===== config.mk =====
export PLATFORM = sky130hd
export DESIGN_NAME = sum_accumulator_flat
export DESIGN_NICKNAME = d
export VERILOG_FILES = /design/src/rtl/asiclab_pkg.sv /design/src/rtl/sum_accumulator_if.sv /design/src/rtl/sum_accumulator_batch_counter.sv /design/src/rtl/sum_accumulator.sv /design/src/flat_wrapper.sv
export SDC_FILE = /design/constraint.sdc
export NUM_CORES = 1
export LEC_CHECK = 0
export CAP_MARGIN = 20
export CELL_PAD_IN_SITES_DETAIL_PLACEMENT = 1
export CELL_PAD_IN_SITES_GLOBAL_PLACEMENT = 1
export CORE_MARGIN = 10
export CORE_UTILIZATION = 37
export CTS_CLUSTER_SIZE = 25
export DETAILED_ROUTE_END_ITERATION = 16
export PLACE_DENSITY = 0.79
export SLEW_MARGIN = 40
export SYNTH_ARGS = -nofsm -noshare
export SYNTH_HDL_FRONTEND = slang
export SYNTH_HIERARCHICAL = 1
export SYNTH_SLANG_ARGS = --single-unit

===== constraint.sdc =====
create_clock -name clk -period 3.46 [get_ports clk]
set_input_delay 1.038 -clock clk [delete_from_list [all_inputs] [get_ports clk]]
set_output_delay 1.038 -clock clk [all_outputs]
set_load 0.005 [all_outputs]

===== src/rtl/asiclab_pkg.sv =====
// Shared definitions for the nibble adder and sum accumulator stages.
// Keeps the state encoding and default widths in one place so both stages agree.
package asiclab_pkg;

  typedef enum logic {
    ST_ACCUM = 1'b0,
    ST_DONE  = 1'b1
  } acc_state_t;

  localparam int DEF_DATA_W = 4;
  localparam int DEF_ACC_W  = 8;
  localparam int DEF_COUNT  = 4;

  // Counter width for a modulo-count range; never narrower than one bit.
  function automatic int cnt_w(input int count);
    return (count > 1) ? $clog2(count) : 1;
  endfunction

endpackage


===== src/rtl/sum_accumulator_if.sv =====
// Sample-in / total-out handshake bundle for the sum accumulator.
// Master drives samples, clear and out_ready; slave returns ready, total and overflow.
interface sum_accumulator_if #(
  parameter int DATA_W = asiclab_pkg::DEF_DATA_W,
  parameter int ACC_W  = asiclab_pkg::DEF_ACC_W
);
  logic              clear;
  logic              in_valid;
  logic [DATA_W-1:0] in_data;
  logic              in_ready;
  logic              out_valid;
  logic [ACC_W-1:0]  out_data;
  logic              out_overflow;
  logic              out_ready;

  modport master (
    output clear, in_valid, in_data, out_ready,
    input  in_ready, out_valid, out_data, out_overflow
  );

  modport slave (
    input  clear, in_valid, in_data, out_ready,
    output in_ready, out_valid, out_data, out_overflow
  );
endinterface


===== src/rtl/sum_accumulator_batch_counter.sv =====
// Modulo-COUNT sample counter with enable, synchronous clear and terminal-count flag.
// Single-cycle update; tc is decoded from the count register only.
module batch_counter
  import asiclab_pkg::*;
#(
  parameter int COUNT = DEF_COUNT
) (
  input  logic clk,
  input  logic reset,
  input  logic en,
  input  logic clr,
  output logic tc
);
  localparam int CNT_W = cnt_w(COUNT);

  logic [CNT_W-1:0] cnt_q, cnt_d;

  assign tc = (cnt_q == CNT_W'(COUNT - 1));

  always_comb begin
    cnt_d = cnt_q;
    if (clr) begin
      cnt_d = '0;
    end else if (en) begin
      cnt_d = tc ? '0 : cnt_q + CNT_W'(1);
    end
  end

  always_ff @(posedge clk or posedge reset) begin
    if (reset) begin
      cnt_q <= '0;
    end else begin
      cnt_q <= cnt_d;
    end
  end

endmodule


===== src/rtl/sum_accumulator.sv =====
// Accumulates COUNT samples into a wrapping ACC_W total with sticky carry flag; 1-cycle accept latency.
// Holds the total with in_ready=0 until out_ready; ready/valid decode from state only.
module sum_accumulator
  import asiclab_pkg::*;
#(
  parameter int DATA_W = DEF_DATA_W,
  parameter int ACC_W  = DEF_ACC_W,
  parameter int COUNT  = DEF_COUNT
) (
  input  logic               clk,
  input  logic               reset,
  sum_accumulator_if.slave   bus
);
  acc_state_t       state_q, state_d;
  logic [ACC_W-1:0] acc_q, acc_d;
  logic             ovf_q, ovf_d;
  logic [ACC_W:0]   sum;
  logic             accept;
  logic             out_hs;
  logic             tc;

  assign accept = bus.in_valid & (state_q == ST_ACCUM) & ~bus.clear;
  assign out_hs = bus.out_ready & (state_q == ST_DONE) & ~bus.clear;
  assign sum    = {1'b0, acc_q} + (ACC_W + 1)'(bus.in_data);

  batch_counter #(.COUNT(COUNT)) u_batch_counter (
    .clk   (clk),
    .reset (reset),
    .en    (accept),
    .clr   (bus.clear | out_hs),
    .tc    (tc)
  );

  // clear outranks both the sample accept and the output handshake.
  always_comb begin
    state_d = state_q;
    acc_d   = acc_q;
    ovf_d   = ovf_q;
    if (bus.clear) begin
      state_d = ST_ACCUM;
      acc_d   = '0;
      ovf_d   = 1'b0;
    end else if (accept) begin
      acc_d = sum[ACC_W-1:0];
      ovf_d = ovf_q | sum[ACC_W];
      if (tc) begin
        state_d = ST_DONE;
      end
    end else if (out_hs) begin
      state_d = ST_ACCUM;
      acc_d   = '0;
      ovf_d   = 1'b0;
    end
  end

  always_ff @(posedge clk or posedge reset) begin
    if (reset) begin
      state_q <= ST_ACCUM;
      acc_q   <= '0;
      ovf_q   <= 1'b0;
    end else begin
      state_q <= state_d;
      acc_q   <= acc_d;
      ovf_q   <= ovf_d;
    end
  end

  assign bus.in_ready     = (state_q == ST_ACCUM);
  assign bus.out_valid    = (state_q == ST_DONE);
  assign bus.out_data     = acc_q;
  assign bus.out_overflow = ovf_q;

endmodule


===== src/flat_wrapper.sv =====
// flat-port wrapper written by rule: the top's interface ports become plain ports
module sum_accumulator_flat import asiclab_pkg::*;
#(
  parameter int DATA_W = DEF_DATA_W,
  parameter int ACC_W  = DEF_ACC_W,
  parameter int COUNT  = DEF_COUNT
)
  (clk, reset, bus_clear, bus_in_valid, bus_in_data, bus_out_ready, bus_in_ready, bus_out_valid, bus_out_data, bus_out_overflow);
  sum_accumulator_if #(.DATA_W(DATA_W), .ACC_W(ACC_W)) bus_i ();
  input  logic clk;
  input  logic reset;
  input wire logic [$bits(bus_i.clear)-1:0] bus_clear;
  input wire logic [$bits(bus_i.in_valid)-1:0] bus_in_valid;
  input wire logic [$bits(bus_i.in_data)-1:0] bus_in_data;
  input wire logic [$bits(bus_i.out_ready)-1:0] bus_out_ready;
  output wire logic [$bits(bus_i.in_ready)-1:0] bus_in_ready;
  output wire logic [$bits(bus_i.out_valid)-1:0] bus_out_valid;
  output wire logic [$bits(bus_i.out_data)-1:0] bus_out_data;
  output wire logic [$bits(bus_i.out_overflow)-1:0] bus_out_overflow;
  assign bus_i.clear = bus_clear;
  assign bus_i.in_valid = bus_in_valid;
  assign bus_i.in_data = bus_in_data;
  assign bus_i.out_ready = bus_out_ready;
  assign bus_in_ready = bus_i.in_ready;
  assign bus_out_valid = bus_i.out_valid;
  assign bus_out_data = bus_i.out_data;
  assign bus_out_overflow = bus_i.out_overflow;
  sum_accumulator #(.DATA_W(DATA_W), .ACC_W(ACC_W), .COUNT(COUNT)) u_core (.clk(clk), .reset(reset), .bus(bus_i));
endmodule

---- Yosys cells after proc, flatten, opt, wreduce, memory -nomap -nowiden ----
Index checks and enable logic that the tools add are counted.
storage, ports and cells
  input port bits ......................... 9
  flip-flop bits (word level) ............. 12
  output and inout port bits .............. 11
  logic and storage cells ................. 31
operators by class
  multiplexer cells ....................... 12
  reductions and logical operators ........ 3
  bitwise gates (word level) .............. 8
  add/sub/neg operators ................... 2
  equal/unequal tests ..................... 2
operator list
  cell                 number
  $mux 8               3
  $add 8x4->9          1
  $mux 1               6
  $mux 2               3
  $and 1x1->1          4
  $ne 3x3->1 const B   1
  $reduce_bool 3->1    1
  $add 2x1->2 const B  1
  $eq 2x2->1 const B   1
  $not 1->1            2
  $or 1x1->1           2
  $reduce_and 2->1     1
  $reduce_bool 2->1    1

---- Longest topological paths before layout ----
Gate-level depths: netlist of the first run.
  depth after elaboration ................. 5
  mapped depth ............................ 6
  depth with buffers taken out ............ 6

---- Modules after synthesis ----
Netlist of the first run, hierarchy kept.
modules (own cells, without submodules)
  module           cells an instance  area each (um2)  seq. area each (um2)  instances
  sum_accumulator  58                 584.3            250.2                 1
  batch_counter    9                  103.8            50.0                  1

---- Worst setup path after synthesis of the first run ----
Ideal clock, no wire load.
  kind .................................... input to register
  start ................................... input port bus_in_data[0]
  end ..................................... register u_core.acc_q[6] (netlist: u_core/bus.out_data[6])
  library setup time ...................... 130 ps
  cell stages on the path ................. 6
  setup slack ............................. 1089 ps
  arrival time ............................ 2242 ps
  cells stage by stage .................... ha_1 fa_1 a21o_1 a21oi_1 or4_1 a21oi_1
between the ends
  longest elaborated chain between the ends .. 3
RTL lines
  element               line                   RTL
  from (decl)           flat_wrapper.sv:14     input wire logic [$bits(bus_i.in_data)-1:0] bus_in_data;
  $add 8x4->9           sum_accumulator.sv:24  assign sum = {1'b0, acc_q} + (ACC_W + 1)'(bus.in_data);
  $mux 8                sum_accumulator.sv:43  end else if (accept) begin
  $mux 8                sum_accumulator.sv:39  if (bus.clear) begin
  to (signal assigned)  sum_accumulator.sv:59  acc_q <= '0;
  to (signal assigned)  sum_accumulator.sv:63  acc_q <= acc_d;
  to (decl)             sum_accumulator.sv:15  logic [ACC_W-1:0] acc_q, acc_d;
No other way between the ends.
A chain may end at the register's enable or synchronous reset.

---- Worst setup path after layout of the first run ----
Same ends and word-level chain as after synthesis.

==> results of run 1 <==
## cell usage after synthesis
library cell                n
sky130_fd_sc_hd__a211oi_1   2
sky130_fd_sc_hd__nor2_1     5
sky130_fd_sc_hd__or4_1      1
sky130_fd_sc_hd__ha_1       5
sky130_fd_sc_hd__and3_1     1
sky130_fd_sc_hd__clkinv_2   1
sky130_fd_sc_hd__or3b_1     1
sky130_fd_sc_hd__fa_1       1
sky130_fd_sc_hd__xor2_1     1
sky130_fd_sc_hd__a41o_1     2
sky130_fd_sc_hd__a21oi_2    2
sky130_fd_sc_hd__o21bai_1   1
sky130_fd_sc_hd__nand2_1    6
sky130_fd_sc_hd__o21ai_0    5
sky130_fd_sc_hd__o31ai_1    1
sky130_fd_sc_hd__or3_1      1
sky130_fd_sc_hd__a22o_1     3
sky130_fd_sc_hd__a21oi_4    1
sky130_fd_sc_hd__inv_1      3
sky130_fd_sc_hd__nand2b_1   2
sky130_fd_sc_hd__a21o_1     2
sky130_fd_sc_hd__a21oi_1    4
sky130_fd_sc_hd__mux2i_1    1
sky130_fd_sc_hd__dfrtp_1   12
sky130_fd_sc_hd__a31oi_1    2
sky130_fd_sc_hd__nand3_1    1
## worst min path at each step
stage / from / endpoint / slack [ps] / cells after the start
finish: u_core/bus.out_overflow$_DFFE_PP0P_ / u_core/bus.out_overflow$_DFFE_PP0P_ / 520 / 2
global route: u_core/bus.out_data[3]$_DFFE_PP0P_ / u_core/bus.out_data[3]$_DFFE_PP0P_ / 560 / 2
CTS: u_core/bus.out_data[3]$_DFFE_PP0P_ / u_core/bus.out_data[3]$_DFFE_PP0P_ / 530 / 2
detailed placement: u_core/bus.out_data[3]$_DFFE_PP0P_ / u_core/bus.out_data[3]$_DFFE_PP0P_ / 510 / 2
global placement: u_core/bus.out_overflow$_DFFE_PP0P_ / u_core/bus.out_overflow$_DFFE_PP0P_ / 490 / 2
floorplan: u_core/bus.out_overflow$_DFFE_PP0P_ / u_core/bus.out_overflow$_DFFE_PP0P_ / 470 / 2
## kinds of logic (layout without fill, tap and decap cells)
| kind of cell | count (synthesis) | in the layout | share of synthesized area (%) |
|---|---|---|---|
| AND/OR/NAND/NOR | 18 | 18 | 12.7 |
| buffers and inverters | 4 | 28 | 2.36 |
| multiplexers | 1 | 1 | 1.45 |
| adder cells (fa/ha/maj) | 6 | 6 | 12.0 |
| XOR/XNOR | 1 | 1 | 1.27 |
| flip-flops | 12 | 12 | 43.6 |
| AO/OA/AOI/OAI | 25 | 25 | 26.5 |
## power by group
part / internal (W) / switching [W] / total, W
registers: 0.000148 / 0.00000731 / 0.000155
clock network: 0.0000641 / 0.0000491 / 0.000113
logic: 0.0000400 / 0.0000375 / 0.0000775
total: 0.000252 / 0.0000940 / 0.000346
## through the flow
step	instances	worst slack [ps]	power, W	cell area [µm²]	util [%]
after floorplan	67	1090	0.000198	688	-
after global placement	112	584	0.000232	917	52.5
after detailed placement	112	550	0.000236	917	52.5
after CTS	116	811	0.000354	953	54.6
after global routing	116	723	0.000373	953	54.6
final	116	809	0.000346	953	54.6
## routing by layer
metal	track usage, %	wire length [µm]	up-vias
li1	-	-	296
met1	10.3	716	296
met2	15.9	849	19
met3	6.01	141	7
met4	5.31	62	0
met5	0	0	-
## cell type report
class | count | share of cell area, %
clock buffer | 4 | 3.81
inverter | 4 | 1.71
multi-input combinational | 51 | 39.0
sequential | 12 | 31.5
tap | 25 | 3.28
timing repair buffer | 20 | 20.7
## state kept, by name (all words and copies together) (netlist names)
register,cells
u_core/bus.out_data,8
u_core/bus.out_valid,1
u_core/bus.out_overflow,1
u_core/u_batch_counter/cnt_q,2
## tightest hold or removal path: cells and delay by family (launching register included)
family | cells | cell delay, ps
flip-flops | 1 | 350
AO/OA/AOI/OAI | 1 | 80
AND/OR/NAND/NOR | 1 | 50
==> metrics.log, run 1 <==
[metrics] CTS Hold Buffers Added: 0
[metrics] crit path time final: between 2000 and 3000 ps
[metrics] chain of cells forming the critical path: clkdlybuf4s50_1, ha_1, fa_1, a21o_1, a21oi_1, or4_1, a21oi_1
[metrics] sort of element at the end of the critical path: flip-flop
[metrics] setup repair after global routing missed its margin: no
[metrics] nets: ~110
[metrics] power density over cell area: 363 mW/mm²
[metrics] Tot GR Track Use: between 10 and 15%
[metrics] GRT Residual Overflow: 0
[metrics] maximum buffer depth of the clock tree: 2
[metrics] most common library cell in the layout ignoring fill and taps: sky130_fd_sc_hd__clkdlybuf4s50_1
[metrics] width of the chip: around 63 µm
[metrics] setup tns final: 0 ps
[metrics] clock tree from TritonCTS: done
[metrics] max cap viols: 0
[metrics] final weighted congestion in routability-driven placement: 0.767
[metrics] # IOs: 20
[metrics] highest attainable clock frequency: 0.377 GHz
[metrics] synthesized instance count: between 60 and 70
[metrics] post-cts sizing count: 0
[metrics] HPWL after detailed placement: 1390 µm
[metrics] H-tree levels: 1
[metrics] signal arrival time at the worst endpoint: between 2000 and 3000 ps
[metrics] fraction of layout instances using a drive strength above 1: under 10%
[metrics] worst supply voltage drop on vdd: ~0.26 mV
[metrics] final count of negative-setup-slack endpoints: 0
[metrics] port bufs: 19
[metrics] Final period util: between 70% and 80%
[metrics] final wirelength: approximately 1800 µm
[metrics] syn_nets: slightly above 80
[metrics] vias in the first global route: approximately 660
[metrics] height of the die: between 60 and 70 µm
[metrics] area of the placeable core: 0.00175 mm²
[metrics] sequential share of the synthesized area: a little over two fifths
[metrics] slew margin rel.: a little under three quarters
[metrics] Critical Path End: u_core/bus.out_data[6]$_DFFE_PP0P_
[metrics] area fraction of the dominant cell type after synthesis: a little over two fifths
[metrics] routed via count divided by cell count: 5.33
[metrics] Post-Synthesis Mean Instance Area: 10.3 µm²
[metrics] cell mode on critical path: sky130_fd_sc_hd__a21oi_1
[metrics] residual antenna-violating net count after detailed routing: 0
[metrics] slowest cell on the critical path: sky130_fd_sc_hd__clkdlybuf4s50_1
[metrics] total area of multi-input combinational cells: approximately 370 µm²
[metrics] capture instance of the worst register-to-register path: u_core/bus.out_data[6]$_DFFE_PP0P_
[metrics] number of buffers added by the clock tree synthesis step: 3
[metrics] hold_ws: around 520 ps
[metrics] number of different library cells in the post-synthesis netlist: 26
[metrics] critical-path maximum fanout: 5
[metrics] Reg2Reg Setup Slack: ~1600 ps
[metrics] most frequent cells in the layout: sky130_fd_sc_hd__clkdlybuf4s50_1 (19), sky130_fd_sc_hd__dfrtp_1 (12), sky130_fd_sc_hd__nand2_1 (6)
[metrics] total count of hold-check failures in the final report: 0
[metrics] wire per inst: approximately 15 µm
[metrics] CTS Root Cell: sky130_fd_sc_hd__clkbuf_4
[metrics] status: complete, no violations
[metrics] logic depth of the worst setup path including buffers: 7
[metrics] via total after detailed routing: ~600
[metrics] Clk pin slew, worst setup/hold paths: about 70 ps
[metrics] number of inserted filler cells in the final layout: 211
[metrics] remaining routing DRC violations: 0
[metrics] Max Slew Vio Count: 0
[metrics] effective utilization at floorplan: about two fifths
[metrics] clock net sink count: 12
[metrics] kind of launch point of the worst setup path: input pin
[metrics] YS warnings: 6
[metrics] type of the most critical hold path: flip-flop to flip-flop
[metrics] clk_lat worst skew: between 200 and 300 ps
[metrics] antenna violations before repair: 0
[metrics] path type of the worst setup path: input pin to flip-flop
[metrics] largest net degree at the start of global routing: 11
[metrics] Largest delay share family, worst path: adder cells
[metrics] DR iter-0 viols: 5
[metrics] number of antenna cells inserted: 0
[metrics] wire length of the first global-routing pass: roughly 3100 µm
[metrics] Synth area leader: sky130_fd_sc_hd__dfrtp_1
[metrics] die footprint: 0.00398 mm²
[metrics] Mapped Area: about 700 µm²
[metrics] startpoint of the lowest-slack register-to-register path: u_core/bus.out_data[0]$_DFFE_PP0P_
[metrics] LEAKAGE: between 0.4 and 0.5 nW
[metrics] sequential standard cell area: around 300 µm²
[metrics] post-synthesis register bit count: 12
[metrics] Placement Rows: 15
[metrics] endpoint required time on the critical path: between 3000 and 4000 ps
[metrics] highest cell delay on the worst timing path: roughly 400 ps
[metrics] Setup Fix Bufs, Post-CTS: 0
[metrics] WP buf/inv: 1
[metrics] clk_skew: 6.93 ps
[metrics] slew of the pin with the lowest slew margin: around 420 ps
[metrics] detailed-routing iteration count for the pre-antenna-repair pass: 4
[metrics] first element of the critical path: bus_in_data[0]
[metrics] leading post-synthesis cells by cell area: sky130_fd_sc_hd__dfrtp_1 (44%), sky130_fd_sc_hd__ha_1 (9.1%), sky130_fd_sc_hd__a22o_1 (3.8%)
[metrics] Synth-to-Final Area Change: 38.5%
[metrics] R2R depth: 6
Power figures use the tool's default switching activity.
==> inputs of run 2 (changes only) <==
Settings changed: CORE_ASPECT_RATIO set to 1.5, CORE_UTILIZATION 37 to 34, PLACE_DENSITY 0.79 to 0.73.
Clock period 3.46 ns to 2.44 ns, I/O delays scaled along.
==> run 2 against run 1 <==
Effect of this change:
- via count up 2.4%
- critical path depth unchanged
- cell area grew 1.4%
- global-route usage shrank 1.0 points
==> metrics.log, run 2 (synthesis gave the netlist of run 1 again) <==
[metrics] most common library cell in the layout ignoring fill and taps: sky130_fd_sc_hd__clkdlybuf4s50_1
[metrics] width of the chip: 56.7 µm (-10%)
[metrics] slew margin rel.: 73.8% (+1.9 points)
[metrics] start point of the worst hold path: u_core/bus.out_overflow$_DFFE_PP0P_
[metrics] Final period util: 93.6%
[metrics] nets: 109 (+1.9%)
[metrics] maximum buffer depth of the clock tree: 2 (unchanged)
[metrics] fraction of layout instances using a drive strength above 1: 12.9% (+3.0 points)
[metrics] final total power: 0.000486 W (+41%)
[metrics] capture instance of the worst register-to-register path: u_core/bus.out_data[4]$_DFFE_PP0P_
[metrics] largest net degree at the start of global routing: 11 (unchanged)
[metrics] number of flip-flops under the largest register name: 8 (unchanged)
[metrics] LEAKAGE: 0.458 nW (+2.4%)
[metrics] met2 usage in global routing: 15.8% (-0.093 points)
[metrics] Post-Layout Cell Count: 114 (-1.7%)
[metrics] number of buffers added by the clock tree synthesis step: 3 (unchanged)
[metrics] highest attainable clock frequency: about 0.44 GHz
[metrics] max cap viols: 0 (unchanged)
[metrics] worst supply voltage drop on vdd: 0.283 mV (+8.4%)
[metrics] GRT met1 Usage: 8.64% (-1.6 points)
[metrics] routed via count divided by cell count: 5.55 (+4.2%)
[metrics] H-tree levels: 1 (unchanged)
[metrics] GRT Residual Overflow: 0 (unchanged)
[metrics] residual antenna-violating net count after detailed routing: 0 (unchanged)
[metrics] detailed-routing iteration count for the pre-antenna-repair pass: 4 (unchanged)
[metrics] slew of the pin with the lowest slew margin: 393 ps (-28.5 ps)
[metrics] final wirelength: 1800 µm (+1.9%)
[metrics] critical-path maximum fanout: 5 (unchanged)
[metrics] clock tree from TritonCTS: done
[metrics] startpoint of the lowest-slack register-to-register path: u_core/bus.out_data[0]$_DFFE_PP0P_
[metrics] fin util: 51.5% (-3.1 points)
[metrics] wire per inst: 15.8 µm (+3.7%)
[metrics] clk_skew: 1.92 ps (-5.01 ps)
[metrics] global routing met3 resource utilization: 2.69% (-3.3 points)
[metrics] remaining routing DRC violations: 0 (unchanged)
[metrics] Setup Fix Bufs, Post-CTS: 0 (unchanged)
[metrics] path type of the worst setup path: input pin to flip-flop
[metrics] signal arrival time at the worst endpoint: 2470 ps (-330 ps)
[metrics] clock net sink count: 12 (unchanged)
[metrics] number of antenna cells inserted: 0 (unchanged)
[metrics] final weighted congestion in routability-driven placement: 0.690 (-10%)
[metrics] Clk pin slew, worst setup/hold paths: 70 ps (about the same)
[metrics] clk_lat worst skew: 260 ps (-20 ps)
[metrics] die footprint: 0.00426 mm² (+6.9%)
[metrics] Worst Hold Path Cells: 2 (unchanged)
[metrics] R2R depth: 6 (unchanged)
[metrics] number of inserted filler cells in the final layout: 222 (+5.2%)
[metrics] Reg2Reg Setup Slack: 640 ps (-940 ps)
[metrics] # IOs: 20 (unchanged)
[metrics] area of the placeable core: 0.00188 mm² (+7.6%)
[metrics] placed cell count: 110 (-1.8%)
[metrics] final count of negative-setup-slack endpoints: 0 (unchanged)
[metrics] wire length of the first global-routing pass: 3100 µm (-0.86%)
[metrics] status: complete, no violations
[metrics] kind of launch point of the worst setup path: input pin
[metrics] via total after detailed routing: 633 (+2.4%)
[metrics] port bufs: 19 (unchanged)
[metrics] peak-usage layer in the global routing report: met2
[metrics] type of the most critical hold path: flip-flop to flip-flop
[metrics] sort of element at the end of the critical path: flip-flop
[metrics] Placement Rows: 19 (+4)
[metrics] power density over cell area: 503 mW/mm² (+39%)
[metrics] crit path time final: between 2000 and 2500 ps
[metrics] setup tns final: 0 ps (unchanged)
[metrics] hold endpoint: u_core/bus.out_overflow$_DFFE_PP0P_
[metrics] setup repair after global routing missed its margin: no
[metrics] Max Slew Vio Count: 0 (unchanged)
[metrics] HPWL after detailed placement: 1430 µm (+3.1%)
[metrics] endpoint required time on the critical path: 2630 ps (-980 ps)
[metrics] DR iter-0 viols: 5 (unchanged)
[metrics] antenna violations before repair: 0 (unchanged)
[metrics] CTS Root Cell: sky130_fd_sc_hd__clkbuf_4
[metrics] height of the die: 75.1 µm (+19%)
[metrics] vias in the first global route: 709 (+6.9%)
[metrics] effective utilization at floorplan: 36.6% (-2.8 points)
[metrics] Synth-to-Final Area Change: 40.5%
[metrics] total count of hold-check failures in the final report: 0 (unchanged)
[metrics] Tot GR Track Use: 9.08% (-1.0 points)
[metrics] most frequent cells in the layout: sky130_fd_sc_hd__clkdlybuf4s50_1 (19), sky130_fd_sc_hd__dfrtp_1 (12), sky130_fd_sc_hd__nand2_1 (6)
run 2: changes by cell type in the layout (fill, tap and decap cells not counted), sizes merged:
cell  change
buf       +2
run 2: metal layers:
| layer | vias to the layer above | wire (µm) |
|---|---|---|
| met5 | - | 0 |
| met4 | 0 | 55 |
| met3 | 4 | 127 |
| met2 | 18 | 921 |
| met1 | 309 | 697 |
| li1 | 302 | - |
run 2: where the power goes:
part | internal, W | total (W) | switching, W
sequential | 0.000209 | 0.000221 | 0.0000112
combinational | 0.0000589 | 0.000113 | 0.0000546
clock | 0.0000905 | 0.000153 | 0.0000620
total | 0.000359 | 0.000486 | 0.000128
run 2: layout make-up:
type	count	area, µm²	area share, %
timing repair buffer	22	213	22.0
sequential	12	300	31.0
multi-input combinational	51	375	38.8
clock buffer	4	36.3	3.75
inverter	4	16.3	1.68
tap	21	26.3	2.72
run 2: worst max path at each step:
stage	start	endpoint	slack (ps)	depth (start not counted)
3_3_place_gp	bus_in_data[0]	u_core/bus.out_data[6]$_DFFE_PP0P_	-120	7
5_1_grt	bus_in_data[0]	u_core/bus.out_data[6]$_DFFE_PP0P_	90	7
4_1_cts	bus_in_data[0]	u_core/bus.out_data[6]$_DFFE_PP0P_	50	7
3_5_place_dp	bus_in_data[0]	u_core/bus.out_data[6]$_DFFE_PP0P_	-180	7
2_1_floorplan	bus_in_data[0]	u_core/bus.out_data[6]$_DFFE_PP0P_	370	6
6_report	bus_in_data[0]	u_core/bus.out_data[4]$_DFFE_PP0P_	160	7
run 2: through the flow:
stage | setup WS (ps) | hold WS [ps] | instance area [µm²]
floorplan | 375 | 473 | 688
global placement | -121 | 466 | 927
detailed placement | -178 | 513 | 927
CTS | 50.3 | 530 | 963
global route | 87.8 | 559 | 967
finish | 157 | 526 | 967
run 2: worst max-delay path: stages:
cell                              delay [ps]
sky130_fd_sc_hd__clkdlybuf4s50_1         400
sky130_fd_sc_hd__ha_1                    230
sky130_fd_sc_hd__fa_1                    400
sky130_fd_sc_hd__a21o_1                  210
sky130_fd_sc_hd__a21oi_2                 220
sky130_fd_sc_hd__o21ai_0                 120
sky130_fd_sc_hd__a21oi_1                 150
run 2: repair_timing:
action | 4_1_cts | 5_1_grt
endpoints found under the setup margin | 0 | 3
resized for setup | 0 | 1
endpoints found under the hold margin | 0 | 0
hold buffers | 0 | 0
==> inputs of run 3 (changes only) <==
Settings changed: CORE_MARGIN 10 to 5.
==> run 3 against run 2 <==
Effect of this change:
- cell area up 0.52%
- via count rose by 0.16%
- clock-buffer cell count did not move
- global-route usage is 5.7 points higher
- cell count rose by 1.8%
- worst hold slack worse by 18 ps
- non-clock buffer count increased by 1
- combinational power is essentially flat
- sequential cell count unchanged
- utilization down 2.3 points
- sequential share of layout area shrank 0.16 points
==> metrics.log, run 3 (synthesis gave the netlist of run 1 again) <==
[metrics] post-cts sizing count: 0 (unchanged)
[metrics] placed cell count: 112 (+1.8%)
[metrics] slowest cell on the critical path: sky130_fd_sc_hd__clkdlybuf4s50_1
[metrics] maximum buffer depth of the clock tree: 2 (unchanged)
[metrics] clock tree from TritonCTS: done
[metrics] Tot GR Track Use: 14.8% (+5.7 points)
[metrics] worst supply voltage drop on vdd: 0.275 mV (-2.8%)
[metrics] Placement Setup Slack: -148 ps (+30.3 ps)
[metrics] final weighted congestion in routability-driven placement: 0.738 (+7.0%)
[metrics] cell mode on critical path: sky130_fd_sc_hd__a21oi_1
[metrics] highest cell delay on the worst timing path: 400 ps (about the same)
[metrics] final count of negative-setup-slack endpoints: 0 (unchanged)
[metrics] LEAKAGE: 0.463 nW (+1.0%)
[metrics] die footprint: 0.00304 mm² (-29%)
[metrics] highest attainable clock frequency: 0.435 GHz (-0.66%)
[metrics] max cap viols: 0 (unchanged)
[metrics] final wirelength: 1760 µm (-2.6%)
[metrics] crit path time final: 2300 ps (+15.1 ps)
[metrics] wire per inst: 15.1 µm (-4.2%)
[metrics] Final period util: 94.2% (+0.62 points)
[metrics] kind of launch point of the worst setup path: input pin
[metrics] width of the chip: 46.7 µm (-18%)
[metrics] number of flip-flops under the largest register name: 8 (unchanged)
[metrics] type of the most critical hold path: flip-flop to flip-flop
[metrics] CTS Root Cell: sky130_fd_sc_hd__clkbuf_4
[metrics] total count of hold-check failures in the final report: 0 (unchanged)
[metrics] min setup slack post-route: 141 ps (-15.1 ps)
[metrics] DR iter-0 viols: 7 (+2)
[metrics] height of the die: 65.1 µm (-13%)
[metrics] largest net degree at the start of global routing: 11 (unchanged)
[metrics] signal arrival time at the worst endpoint: 2510 ps (+40 ps)
[metrics] fraction of layout instances using a drive strength above 1: 12.8% (-0.14 points)
[metrics] critical-path maximum fanout: 5 (unchanged)
[metrics] Setup Fix Bufs, Post-CTS: 0 (unchanged)
[metrics] vias in the first global route: 717 (+1.1%)
[metrics] via total after detailed routing: 634 (+0.16%)
[metrics] wire length of the first global-routing pass: 3190 µm (+2.9%)
[metrics] remaining routing DRC violations: 0 (unchanged)
[metrics] sort of element at the end of the critical path: flip-flop
[metrics] GRT Residual Overflow: 0 (unchanged)
[metrics] Clk pin slew, worst setup/hold paths: 80 ps (about the same)
[metrics] most frequent cells in the layout: sky130_fd_sc_hd__clkdlybuf4s50_1 (19), sky130_fd_sc_hd__dfrtp_1 (12), sky130_fd_sc_hd__nand2_1 (6)
[metrics] clk_lat worst skew: 280 ps (+20 ps)
[metrics] nets: 110 (+0.92%)
[metrics] area of the placeable core: 0.00198 mm² (+5.3%)
[metrics] H-tree levels: 1 (unchanged)
[metrics] clk_skew: 6.05 ps (+4.13 ps)
[metrics] port bufs: 19 (unchanged)
[metrics] residual antenna-violating net count after detailed routing: 0 (unchanged)
[metrics] number of antenna cells inserted: 0 (unchanged)
[metrics] first element of the critical path: bus_in_data[0]
[metrics] start point of the worst hold path: u_core/bus.out_overflow$_DFFE_PP0P_
[metrics] status: complete, no violations
[metrics] endpoint required time on the critical path: 2650 ps (+20 ps)
[metrics] most common library cell in the layout ignoring fill and taps: sky130_fd_sc_hd__clkdlybuf4s50_1
[metrics] Post-Layout Cell Count: 116 (+1.8%)
[metrics] setup tns final: 0 ps (unchanged)
[metrics] Placement Rows: 20 (+1)
[metrics] slew margin rel.: 74.0% (+0.25 points)
[metrics] routed via count divided by cell count: 5.47 (-1.6%)
[metrics] HPWL after detailed placement: 1350 µm (-5.9%)
[metrics] chain of cells forming the critical path: clkdlybuf4s50_1, ha_1, fa_1, a21o_1, a21oi_1, o21ai_0, a21oi_1
[metrics] slew of the pin with the lowest slew margin: 389 ps (-3.71 ps)
[metrics] WP buf/inv: 1 (unchanged)
[metrics] final total power: 0.000499 W (+2.5%)
[metrics] startpoint of the lowest-slack register-to-register path: u_core/bus.out_data[0]$_DFFE_PP0P_
[metrics] path type of the worst setup path: input pin to flip-flop
[metrics] Largest delay share family, worst path: compound AO/OA/AOI/OAI gates
[metrics] setup repair after global routing missed its margin: no
[metrics] antenna violations before repair: 0 (unchanged)
[metrics] clock net sink count: 12 (unchanged)
[metrics] CTS Hold Buffers Added: 0 (unchanged)
[metrics] detailed-routing iteration count for the pre-antenna-repair pass: 2 (-2)
[metrics] effective utilization at floorplan: 34.8% (-1.8 points)
[metrics] number of inserted filler cells in the final layout: 241 (+8.6%)
[metrics] Synth-to-Final Area Change: 41.3%
[metrics] Max Slew Vio Count: 0 (unchanged)
[metrics] # IOs: 20 (unchanged)
[metrics] number of buffers added by the clock tree synthesis step: 3 (unchanged)
[metrics] power density over cell area: 513 mW/mm² (+2.0%)
==> run 3: cell count changes in the layout (fill, tap and decap cells not counted) <==
cell | previous run | this run
sky130_fd_sc_hd__a21oi_1 | 3 | 4
sky130_fd_sc_hd__a21oi_2 | 3 | 2
sky130_fd_sc_hd__buf_4 | 3 | 4
==> run 3: per-stage QoR <==
step | utilization (%) | hold WS (ps) | instance area (µm²)
2_1_floorplan | - | 473 | 688
3_3_place_gp | 47.3 | 470 | 936
3_5_place_dp | 47.3 | 495 | 936
4_1_cts | 49.2 | 514 | 972
5_1_grt | 49.2 | 551 | 972
6_report | 49.2 | 508 | 972
==> run 3: area by class of cell <==
cell class	instances	area (µm²)	share of cell area, %
clock buffers	4	36.3	3.73
inverters	4	16.3	1.67
multi-input cells	51	372	38.2
flip-flops and latches	12	300	30.9
well taps	22	27.5	2.83
repair buffers	23	220	22.7
==> run 3: path summary, 6_finish.rpt <==
kind,to,slack (ps),cells after the start
worst max-delay path,u_core/bus.out_data[4]$_DFFE_PP0P_,140,7
worst min-delay path,u_core/bus.out_overflow$_DFFE_PP0P_,510,2
worst max register to register,u_core/bus.out_data[4]$_DFFE_PP0P_,610,6
worst min register to register,u_core/bus.out_overflow$_DFFE_PP0P_,510,2
max in group asynchronous,u_core/bus.out_data[1]$_DFFE_PP0P_,1380,2
min in group asynchronous,u_core/u_batch_counter/cnt_q[1]$_DFFE_PP0P_,650,2
==> run 3: power breakdown <==
part	leakage (nW)	switching, W	total [W]	internal, W
sequential	0.164	0.0000115	0.000221	0.000209
combinational	0.278	0.0000533	0.000113	0.0000598
clock	0.0210	0.0000738	0.000165	0.0000909
total	0.463	0.000139	0.000499	0.000360
==> run 3: worst min-delay path, delay by kind of cell (launching register included) <==
kind | cells | cell delay [ps]
AND/OR/NAND/NOR | 1 | 60
AO/OA/AOI/OAI | 1 | 60
flip-flops | 1 | 350
==> run 3: per-layer routing <==
layer	part of all wire, %	vias up	GRT usage [%]
met5	0	-	0
met4	3.2	0	9.34
met3	5.6	5	2.47
met2	51	18	24.5
met1	40	312	16.7
li1	-	299	-
